--- config.mk ---
export PLATFORM = sky130hd
export DESIGN_NAME = arb_req_frontend_flat
export DESIGN_NICKNAME = d
export VERILOG_FILES = /design/src/rtl/arb_req_frontend_if.sv /design/src/rtl/arb_req_frontend.sv /design/src/flat_wrapper.sv
export SDC_FILE = /design/constraint.sdc
export NUM_CORES = 1
export LEC_CHECK = 0
export ABC_AREA = 1
export CORE_MARGIN = 5
export CORE_UTILIZATION = 45
export DETAILED_ROUTE_END_ITERATION = 8
export PLACE_DENSITY = 0.78
export REMOVE_ABC_BUFFERS = 1
export SLEW_MARGIN = 10
export SYNTH_ARGS = -nofsm -noshare
export SYNTH_HDL_FRONTEND = slang
export SYNTH_SLANG_ARGS = --single-unit
--- constraint.sdc ---
create_clock -name clock -period 6 [get_ports clock]
set_clock_uncertainty 0.2 [all_clocks]
set_input_delay 1.2 -clock clock [delete_from_list [all_inputs] [get_ports clock]]
set_output_delay 1.2 -clock clock [all_outputs]
set_load 0.03 [all_outputs]
--- src/rtl/arb_req_frontend_if.sv ---
// Handshake bundle between the request frontend (slave) and its upstream feeder/arbiter side (master).
interface arb_req_frontend_if #(
    parameter int CNT_W = 4,
    parameter int LEN_W = 4
);
    logic             push_0;
    logic             push_1;
    logic [LEN_W-1:0] cfg_len_0;
    logic [LEN_W-1:0] cfg_len_1;
    logic             gnt_0;
    logic             gnt_1;
    logic             req_0;
    logic             req_1;
    logic             busy_0;
    logic             busy_1;
    logic             done_0;
    logic             done_1;
    logic [CNT_W-1:0] pend_0;
    logic [CNT_W-1:0] pend_1;
    logic             full_0;
    logic             full_1;
    logic             drop_0;
    logic             drop_1;
    logic             timeout_0;
    logic             timeout_1;
    logic             err;

    modport master (
        output push_0, push_1, cfg_len_0, cfg_len_1, gnt_0, gnt_1,
        input  req_0, req_1, busy_0, busy_1, done_0, done_1, pend_0, pend_1,
        input  full_0, full_1, drop_0, drop_1, timeout_0, timeout_1, err
    );

    modport slave (
        input  push_0, push_1, cfg_len_0, cfg_len_1, gnt_0, gnt_1,
        output req_0, req_1, busy_0, busy_1, done_0, done_1, pend_0, pend_1,
        output full_0, full_1, drop_0, drop_1, timeout_0, timeout_1, err
    );
endinterface

--- src/rtl/arb_req_frontend.sv ---
// Two-channel job queue + request/burst FSM feeding the req/gnt arbiter, with sticky grant-protocol error flag.
// Optional macro REQ_TIMEOUT_EN adds a per-channel REQ wait timeout that discards the waiting job.
module arb_req_frontend #(
    parameter int CNT_W   = 4,
    parameter int LEN_W   = 4,
    parameter int TIMEOUT = 32
) (
    input logic               clock,
    input logic               reset,
    arb_req_frontend_if.slave bus
);
    typedef enum logic [1:0] {IDLE = 2'd0, REQ = 2'd1, XFER = 2'd2} state_t;

    localparam logic [CNT_W-1:0] PEND_MAX = '1;

    // A zero-length config still transfers one beat.
    function automatic logic [LEN_W-1:0] last_beat(input logic [LEN_W-1:0] len);
        return (len == '0) ? '0 : len - LEN_W'(1);
    endfunction

    state_t           state_q [2];
    state_t           state_d [2];
    logic [LEN_W-1:0] beat_q  [2];
    logic [LEN_W-1:0] beat_d  [2];
    logic [CNT_W-1:0] pend_q  [2];
    logic [CNT_W-1:0] pend_d  [2];
    logic [LEN_W-1:0] cfg_len [2];
    logic [1:0]       push, gnt, req_q, busy, done, full, drop, dec, inc, tmo;
    logic             err_q, err_d;

    assign push       = {bus.push_1, bus.push_0};
    assign gnt        = {bus.gnt_1, bus.gnt_0};
    assign cfg_len[0] = bus.cfg_len_0;
    assign cfg_len[1] = bus.cfg_len_1;

    if (TIMEOUT < 1) begin : g_timeout_range
        $error("TIMEOUT must be at least 1");
    end

`ifdef REQ_TIMEOUT_EN
    localparam int              WAIT_W    = (TIMEOUT > 2) ? $clog2(TIMEOUT) : 1;
    localparam logic [WAIT_W-1:0] WAIT_LAST = WAIT_W'(TIMEOUT - 1);

    logic [WAIT_W-1:0] wait_q [2];
    logic [WAIT_W-1:0] wait_d [2];

    always_comb begin
        for (int c = 0; c < 2; c++) begin
            tmo[c]    = (state_q[c] == REQ) && !gnt[c] && (wait_q[c] == WAIT_LAST);
            wait_d[c] = ((state_q[c] == REQ) && !gnt[c]) ? wait_q[c] + WAIT_W'(1) : '0;
        end
    end

    always_ff @(posedge clock) begin
        for (int c = 0; c < 2; c++) begin
            if (reset) wait_q[c] <= '0;
            else       wait_q[c] <= wait_d[c];
        end
    end
`else
    assign tmo = '0;
`endif

    always_comb begin
        err_d = err_q | (gnt[0] & gnt[1]);
        for (int c = 0; c < 2; c++) begin
            state_d[c] = state_q[c];
            beat_d[c]  = beat_q[c];
            dec[c]     = 1'b0;
            busy[c]    = 1'b0;
            done[c]    = 1'b0;
            case (state_q[c])
                IDLE: if (pend_q[c] != '0) state_d[c] = REQ;
                REQ: begin
                    if (gnt[c]) begin
                        state_d[c] = XFER;
                        beat_d[c]  = last_beat(cfg_len[c]);
                        dec[c]     = 1'b1;
                    end else if (tmo[c]) begin
                        state_d[c] = IDLE;
                        dec[c]     = 1'b1;
                    end
                end
                XFER: begin
                    busy[c] = 1'b1;
                    if (beat_q[c] == '0) begin
                        done[c]    = 1'b1;
                        state_d[c] = IDLE;
                    end else begin
                        beat_d[c] = beat_q[c] - LEN_W'(1);
                    end
                end
                default: state_d[c] = IDLE;
            endcase

            // A push at full is still accepted when a job leaves on the same edge.
            full[c]   = (pend_q[c] == PEND_MAX);
            inc[c]    = push[c] && (!full[c] || dec[c]);
            drop[c]   = push[c] && full[c] && !dec[c];
            pend_d[c] = pend_q[c];
            if (inc[c] && !dec[c])      pend_d[c] = pend_q[c] + CNT_W'(1);
            else if (dec[c] && !inc[c]) pend_d[c] = pend_q[c] - CNT_W'(1);

            err_d = err_d | (gnt[c] && (state_q[c] == IDLE)) | (!gnt[c] && (state_q[c] == XFER));
        end
    end

    always_ff @(posedge clock) begin
        if (reset) begin
            for (int c = 0; c < 2; c++) begin
                state_q[c] <= IDLE;
                beat_q[c]  <= '0;
                pend_q[c]  <= '0;
            end
            req_q <= '0;
            err_q <= 1'b0;
        end else begin
            for (int c = 0; c < 2; c++) begin
                state_q[c] <= state_d[c];
                beat_q[c]  <= beat_d[c];
                pend_q[c]  <= pend_d[c];
                req_q[c]   <= (state_d[c] != IDLE);
            end
            err_q <= err_d;
        end
    end

    assign bus.req_0     = req_q[0];
    assign bus.req_1     = req_q[1];
    assign bus.busy_0    = busy[0];
    assign bus.busy_1    = busy[1];
    assign bus.done_0    = done[0];
    assign bus.done_1    = done[1];
    assign bus.pend_0    = pend_q[0];
    assign bus.pend_1    = pend_q[1];
    assign bus.full_0    = full[0];
    assign bus.full_1    = full[1];
    assign bus.drop_0    = drop[0];
    assign bus.drop_1    = drop[1];
    assign bus.timeout_0 = tmo[0];
    assign bus.timeout_1 = tmo[1];
    assign bus.err       = err_q;
endmodule

--- src/flat_wrapper.sv ---
// flat-port wrapper written by rule: the top's interface ports become plain ports
module arb_req_frontend_flat 
#(
    parameter int CNT_W   = 4,
    parameter int LEN_W   = 4,
    parameter int TIMEOUT = 32
)
  (clock, reset, bus_push_0, bus_push_1, bus_cfg_len_0, bus_cfg_len_1, bus_gnt_0, bus_gnt_1, bus_req_0, bus_req_1, bus_busy_0, bus_busy_1, bus_done_0, bus_done_1, bus_pend_0, bus_pend_1, bus_full_0, bus_full_1, bus_drop_0, bus_drop_1, bus_timeout_0, bus_timeout_1, bus_err);
  arb_req_frontend_if #(.CNT_W(CNT_W), .LEN_W(LEN_W)) bus_i ();
  input logic clock;
  input logic reset;
  input wire logic [$bits(bus_i.push_0)-1:0] bus_push_0;
  input wire logic [$bits(bus_i.push_1)-1:0] bus_push_1;
  input wire logic [$bits(bus_i.cfg_len_0)-1:0] bus_cfg_len_0;
  input wire logic [$bits(bus_i.cfg_len_1)-1:0] bus_cfg_len_1;
  input wire logic [$bits(bus_i.gnt_0)-1:0] bus_gnt_0;
  input wire logic [$bits(bus_i.gnt_1)-1:0] bus_gnt_1;
  output wire logic [$bits(bus_i.req_0)-1:0] bus_req_0;
  output wire logic [$bits(bus_i.req_1)-1:0] bus_req_1;
  output wire logic [$bits(bus_i.busy_0)-1:0] bus_busy_0;
  output wire logic [$bits(bus_i.busy_1)-1:0] bus_busy_1;
  output wire logic [$bits(bus_i.done_0)-1:0] bus_done_0;
  output wire logic [$bits(bus_i.done_1)-1:0] bus_done_1;
  output wire logic [$bits(bus_i.pend_0)-1:0] bus_pend_0;
  output wire logic [$bits(bus_i.pend_1)-1:0] bus_pend_1;
  output wire logic [$bits(bus_i.full_0)-1:0] bus_full_0;
  output wire logic [$bits(bus_i.full_1)-1:0] bus_full_1;
  output wire logic [$bits(bus_i.drop_0)-1:0] bus_drop_0;
  output wire logic [$bits(bus_i.drop_1)-1:0] bus_drop_1;
  output wire logic [$bits(bus_i.timeout_0)-1:0] bus_timeout_0;
  output wire logic [$bits(bus_i.timeout_1)-1:0] bus_timeout_1;
  output wire logic [$bits(bus_i.err)-1:0] bus_err;
  assign bus_i.push_0 = bus_push_0;
  assign bus_i.push_1 = bus_push_1;
  assign bus_i.cfg_len_0 = bus_cfg_len_0;
  assign bus_i.cfg_len_1 = bus_cfg_len_1;
  assign bus_i.gnt_0 = bus_gnt_0;
  assign bus_i.gnt_1 = bus_gnt_1;
  assign bus_req_0 = bus_i.req_0;
  assign bus_req_1 = bus_i.req_1;
  assign bus_busy_0 = bus_i.busy_0;
  assign bus_busy_1 = bus_i.busy_1;
  assign bus_done_0 = bus_i.done_0;
  assign bus_done_1 = bus_i.done_1;
  assign bus_pend_0 = bus_i.pend_0;
  assign bus_pend_1 = bus_i.pend_1;
  assign bus_full_0 = bus_i.full_0;
  assign bus_full_1 = bus_i.full_1;
  assign bus_drop_0 = bus_i.drop_0;
  assign bus_drop_1 = bus_i.drop_1;
  assign bus_timeout_0 = bus_i.timeout_0;
  assign bus_timeout_1 = bus_i.timeout_1;
  assign bus_err = bus_i.err;
  arb_req_frontend #(.CNT_W(CNT_W), .LEN_W(LEN_W), .TIMEOUT(TIMEOUT)) u_core (.clock(clock), .reset(reset), .bus(bus_i));
endmodule
=== Word level (Yosys, flattened, before mapping) ===
Memories as Yosys holds them, arrays and structs flattened.
Index checks and enable logic that the tools add are counted.

* Bits in registers: 3
* RAM bits: 20
* Output and inout bits: 21
* Memories kept: 3

{| class="wikitable"
|+ Memory list
! memory !! words !! bits a word !! rd ports !! clocked after memory_dff !! wr ports !! RTL line !! text
|-
| u_core.beat_q || 2 || 4 || 2 || 0 || 2 || arb_req_frontend.sv:23 || <nowiki>logic [LEN_W-1:0] beat_q [2];</nowiki>
|-
| u_core.pend_q || 2 || 4 || 2 || 0 || 2 || arb_req_frontend.sv:25 || <nowiki>logic [CNT_W-1:0] pend_q [2];</nowiki>
|-
| u_core.state_q || 2 || 2 || 2 || 0 || 2 || arb_req_frontend.sv:21 || <nowiki>state_t state_q [2];</nowiki>
|}

* Add/sub/neg operators: 8
* Equal/unequal tests: 6
* Mux-type cells: 39
* Bitwise logic cells: 12
* Reductions and logical operators: 34

{| class="wikitable"
|+ Operator list
! operator !! number
|-
| two-way mux 4 bit || 14
|-
| subtractor 4 x 1 -> 4 bit (second input constant) || 6
|-
| zero test 4 bit || 4
|-
| two-way mux 2 bit || 8
|-
| one-hot mux 4 bit (2 select lines) || 2
|-
| logical AND 1 bit || 14
|-
| two-way mux 1 bit || 13
|-
| one-hot mux 2 bit (3 select lines) || 2
|-
| bitwise OR 1 bit || 11
|-
| adder 4 x 1 -> 4 bit (second input constant) || 2
|-
| == test 4 bit (second input constant) || 2
|-
| zero test 1 bit || 8
|-
| nonzero test 4 bit || 2
|-
| == test 2 x 1 -> 1 bit (second input constant) || 2
|-
| == test 2 bit (second input constant) || 2
|-
| zero test 2 bit || 2
|-
| nonzero test 2 bit || 2
|-
| logical OR 1 bit || 2
|-
| bitwise AND 1 bit || 1
|}

=== Logic depth before layout (Yosys ltp) ===
An unclocked memory read counts as a cell.

* Depth in word-level cells: 10
* Mapped depth: 14
* Mapped depth without buffers: 14

=== Worst setup path after synthesis ===
OpenSTA, ideal clock, no wires.

* Path type: register to output
* Start point: mem u_core.pend_q[1][0] (netlist: u_core.pend_q[0][4])
* End point: out bus_drop_1
* Arrival: 1814 ps
* Required time: 4600 ps
* Path slack: 2786 ps
* Cell stages (with the launch flop): 5
* Path through: dfxtp_1 > inv_1 > nor4_4 > nand2_1 > nor2_1

{| class="wikitable"
|+ RTL lines
! element !! RTL line !! text
|-
| start: declaration || arb_req_frontend.sv:25 ||
|-
| end: declaration || flat_wrapper.sv:29 || <nowiki>output wire logic [$bits(bus_i.drop_1)-1:0] bus_drop_1;</nowiki>
|}

=== Worst setup path in the final report ===
* Start point: in bus_gnt_1
* End point: out bus_drop_1

* Cells in the longest elaborated chain, start to end: 4

{| class="wikitable"
|+ RTL lines
! element !! RTL line !! text
|-
| start: declaration || flat_wrapper.sv:17 || <nowiki>input wire logic [$bits(bus_i.gnt_1)-1:0] bus_gnt_1;</nowiki>
|-
| two-way mux 1 bit || arb_req_frontend.sv:75 || <nowiki>if (gnt[c]) begin</nowiki>
|-
| two-way mux 1 bit || arb_req_frontend.sv:72 || <nowiki>case (state_q[c])</nowiki>
|-
| zero test 1 bit || arb_req_frontend.sv:99 || <nowiki>drop[c] = push[c] && full[c] && !dec[c];</nowiki>
|-
| logical AND 1 bit || arb_req_frontend.sv:99 ||
|}

No other way between the ends.

==> results_dict.tcl <==
set metrics [dict create \
    viasPerCell 4.90 \
    critPathCaptureType "output port" \
    netlist_area_um2 1730 \
    crit_chain "clkdlybuf4s50_1 -> nand2_1 -> nand2_1 -> nor2_1 -> clkdlybuf4s50_1" \
    critPathSlowestCell "clkdlybuf4s50_1" \
    cts_resized 0 \
    core-area_um2 3690 \
    num_vias 1710 \
    max-clock-path-buffers 2 \
    irDropWorstVdd_mv 0.204 \
    die_y_um 72.1 \
    final_max_slew_viol_count 0 \
    cp-start-kind "input pin" \
    grt_first_pass_wirelength_um 6130 \
    leakage_uw 0.00107 \
    totalWireLength_um 3610 \
    antenna_found_initial 0 \
    worst_slack_ns 1.86 \
    final_cells 349 \
    grt_max_degree 13 \
    finalPower_uw 857 \
    synth_ff_type "dfxtp_1" \
    finalHoldViolCount 0 \
    fillerInstances 367 \
    whs_path_depth 2 \
    pre_cts_ws_ns 1.86 \
    path_clk_slew_ns 0.08 \
    cp.required_ns 4.60 \
    yosysUniqueCellTypes 22 \
    path_class "input pin to output port" \
    fin_setup_tns_ns 0 \
    die_area_um2 5190 \
    post_drt_wl_per_cell_um 10.4 \
    syn_inst 269 \
    grtUsageTotal 0.142 \
    n_antenna_cell 0 \
    gp_congestion 0.839 \
    postSynthAreaPerCell_um2 6.44 \
    path_max_fanout 6 \
    rsz0062_at_grt "false" \
    drv_cap 0 \
    ys_async_sr_fraction 0 \
    cts_tree "built" \
    postRouteAntennaNets 0 \
    dpl.cell_count 345 \
    fin_crit_ns 4.14 \
    post_cts_buffers 0 \
    status "finished, final reports clean" \
    clock_latency_ns 0.26 \
    drive_gt1_frac 0.0399 \
    grt_pass1_vias 1486 \
    chipWidth_um 72.1 \
    start_util 0.470 \
    io_pins 35 \
    fmax_ghz 0.242 \
    drc 0 \
    ys_ff_latch 23 \
    cts-htree-levels 1 \
    overflow 0 \
    finalCritPeriodShare 0.690 \
    cts-root-buf "clkbuf_8" \
    core.rowCount 22 \
    synth_edf_count 0 \
    cts_num_sinks 23 \
    reg2reg_depth 13 \
    drt_iter0_drc 122 \
    yosysWarnings 0 \
    io_buffers 32 \
    power.density_nw_per_um2 402 \
    ctsHoldBuffers 0 \
    numCtsBuffers 3 \
    nets 334 \
    holdCritPathClass "flip-flop to flip-flop" \
    yosysSeqAreaShare 0.266 \
    dp_hpwl_um 2900 \
    area_growth_pct 23.0 \
    critPathMaxStageDelay_ns 0.68 \
    cp.arrival_ns 2.74 \
    dr.pass1.iters 4 \
    final-setup-viol-count 0 \
]
-- routing by layer --
metal	vias up	GRT usage	part of all wire
li1	898	-	-
met4	0	0.0376	0.0058
met3	2	0.0249	0.051
met1	768	0.186	0.50
met5	-	0	0
met2	42	0.242	0.44
-- critical path, delay by kind of cell --
| family | cells | cell delay, ns |
|---|---|---|
| buffers and inverters | 2 | 1.19 |
| AND/OR/NAND/NOR | 3 | 0.35 |
-- cells by family after synthesis --
family | after synthesis | share of synthesized area
fa+ha+maj | 18 | 0.139
simple gates | 118 | 0.297
other cells | 1 | 0.00216
compound gates | 45 | 0.134
flops | 23 | 0.266
buf+inv | 58 | 0.132
xor+xnor | 6 | 0.0303
-- final timing paths --
path	from	endpoint	slack, ns
worst max-delay path	bus_gnt_1	bus_drop_1	1.86
worst min-delay path	u_core.beat_q[0][5]$_SDFFE_PP0P_	u_core.beat_q[0][5]$_SDFFE_PP0P_	0.29
worst max register to register	u_core.pend_q[0][4]$_SDFFE_PP0P_	u_core.pend_q[0][7]$_SDFFE_PP0P_	3.54
worst min register to register	u_core.beat_q[0][5]$_SDFFE_PP0P_	u_core.beat_q[0][5]$_SDFFE_PP0P_	0.29
-- layout by cell type (no fill, tap or decap), types with 3 or more instances in the layout --
cell	instances
o21ai_0	19
nand3_1	19
clkbuf_8	3
nand2_1	58
nand4_1	3
nor2_1	34
a21oi_1	23
xor2_1	4
inv_1	49
ha_1	16
dfxtp_1	23
inv_2	4
clkdlybuf4s50_1	32
-- state kept, by name, summed over array words and instances (netlist names) --
signal,count
u_core.bus.err,1
u_core.state_q,4
u_core.pend_q,8
u_core.beat_q,8
u_core.req_q,2
-- cells in the mapped netlist, drive strengths merged, types with 2 or more instances --
master   n  area share
nand2   60        0.13
inv     53        0.11
nor2    34       0.074
a21oi   23       0.066
dfxtp   23        0.27
o21ai   20       0.058
nand3   19       0.055
ha      16        0.12
xor2     4       0.020
buf      3       0.012
nand4    3       0.011
clkbuf   2      0.0058
fa       2       0.023
nor4     2       0.025
xnor2    2       0.010
-- where the power goes --
part           switching [uW]  total, uW  leakage, uW  internal, uW
clock network            49.4       96.7    0.0000228          47.4
logic                     307        505     0.000860           198
registers                48.4        255     0.000190           207
-- area by class of cell --
type / count / area (um^2) / area share
Clock buffer: 4 / 45.0 / 0.0211
Inverter: 53 / 199 / 0.0933
Timing Repair Buffer: 32 / 320 / 0.150
Tap cell: 48 / 60.1 / 0.0282
Multi-Input combinational cell: 189 / 1050 / 0.491
Sequential cell: 23 / 460 / 0.216
-- per-stage QoR --
step           cell area (um^2)  utilization  hold slack [ns]
2_1_floorplan              1710            -            0.251
3_3_place_gp               2090        0.566            0.275
3_5_place_dp               2090        0.566            0.282
4_1_cts                    2130        0.578            0.295
5_1_grt                    2130        0.578            0.332
6_report                   2130        0.578            0.295
Power figures use the tool's default switching activity.
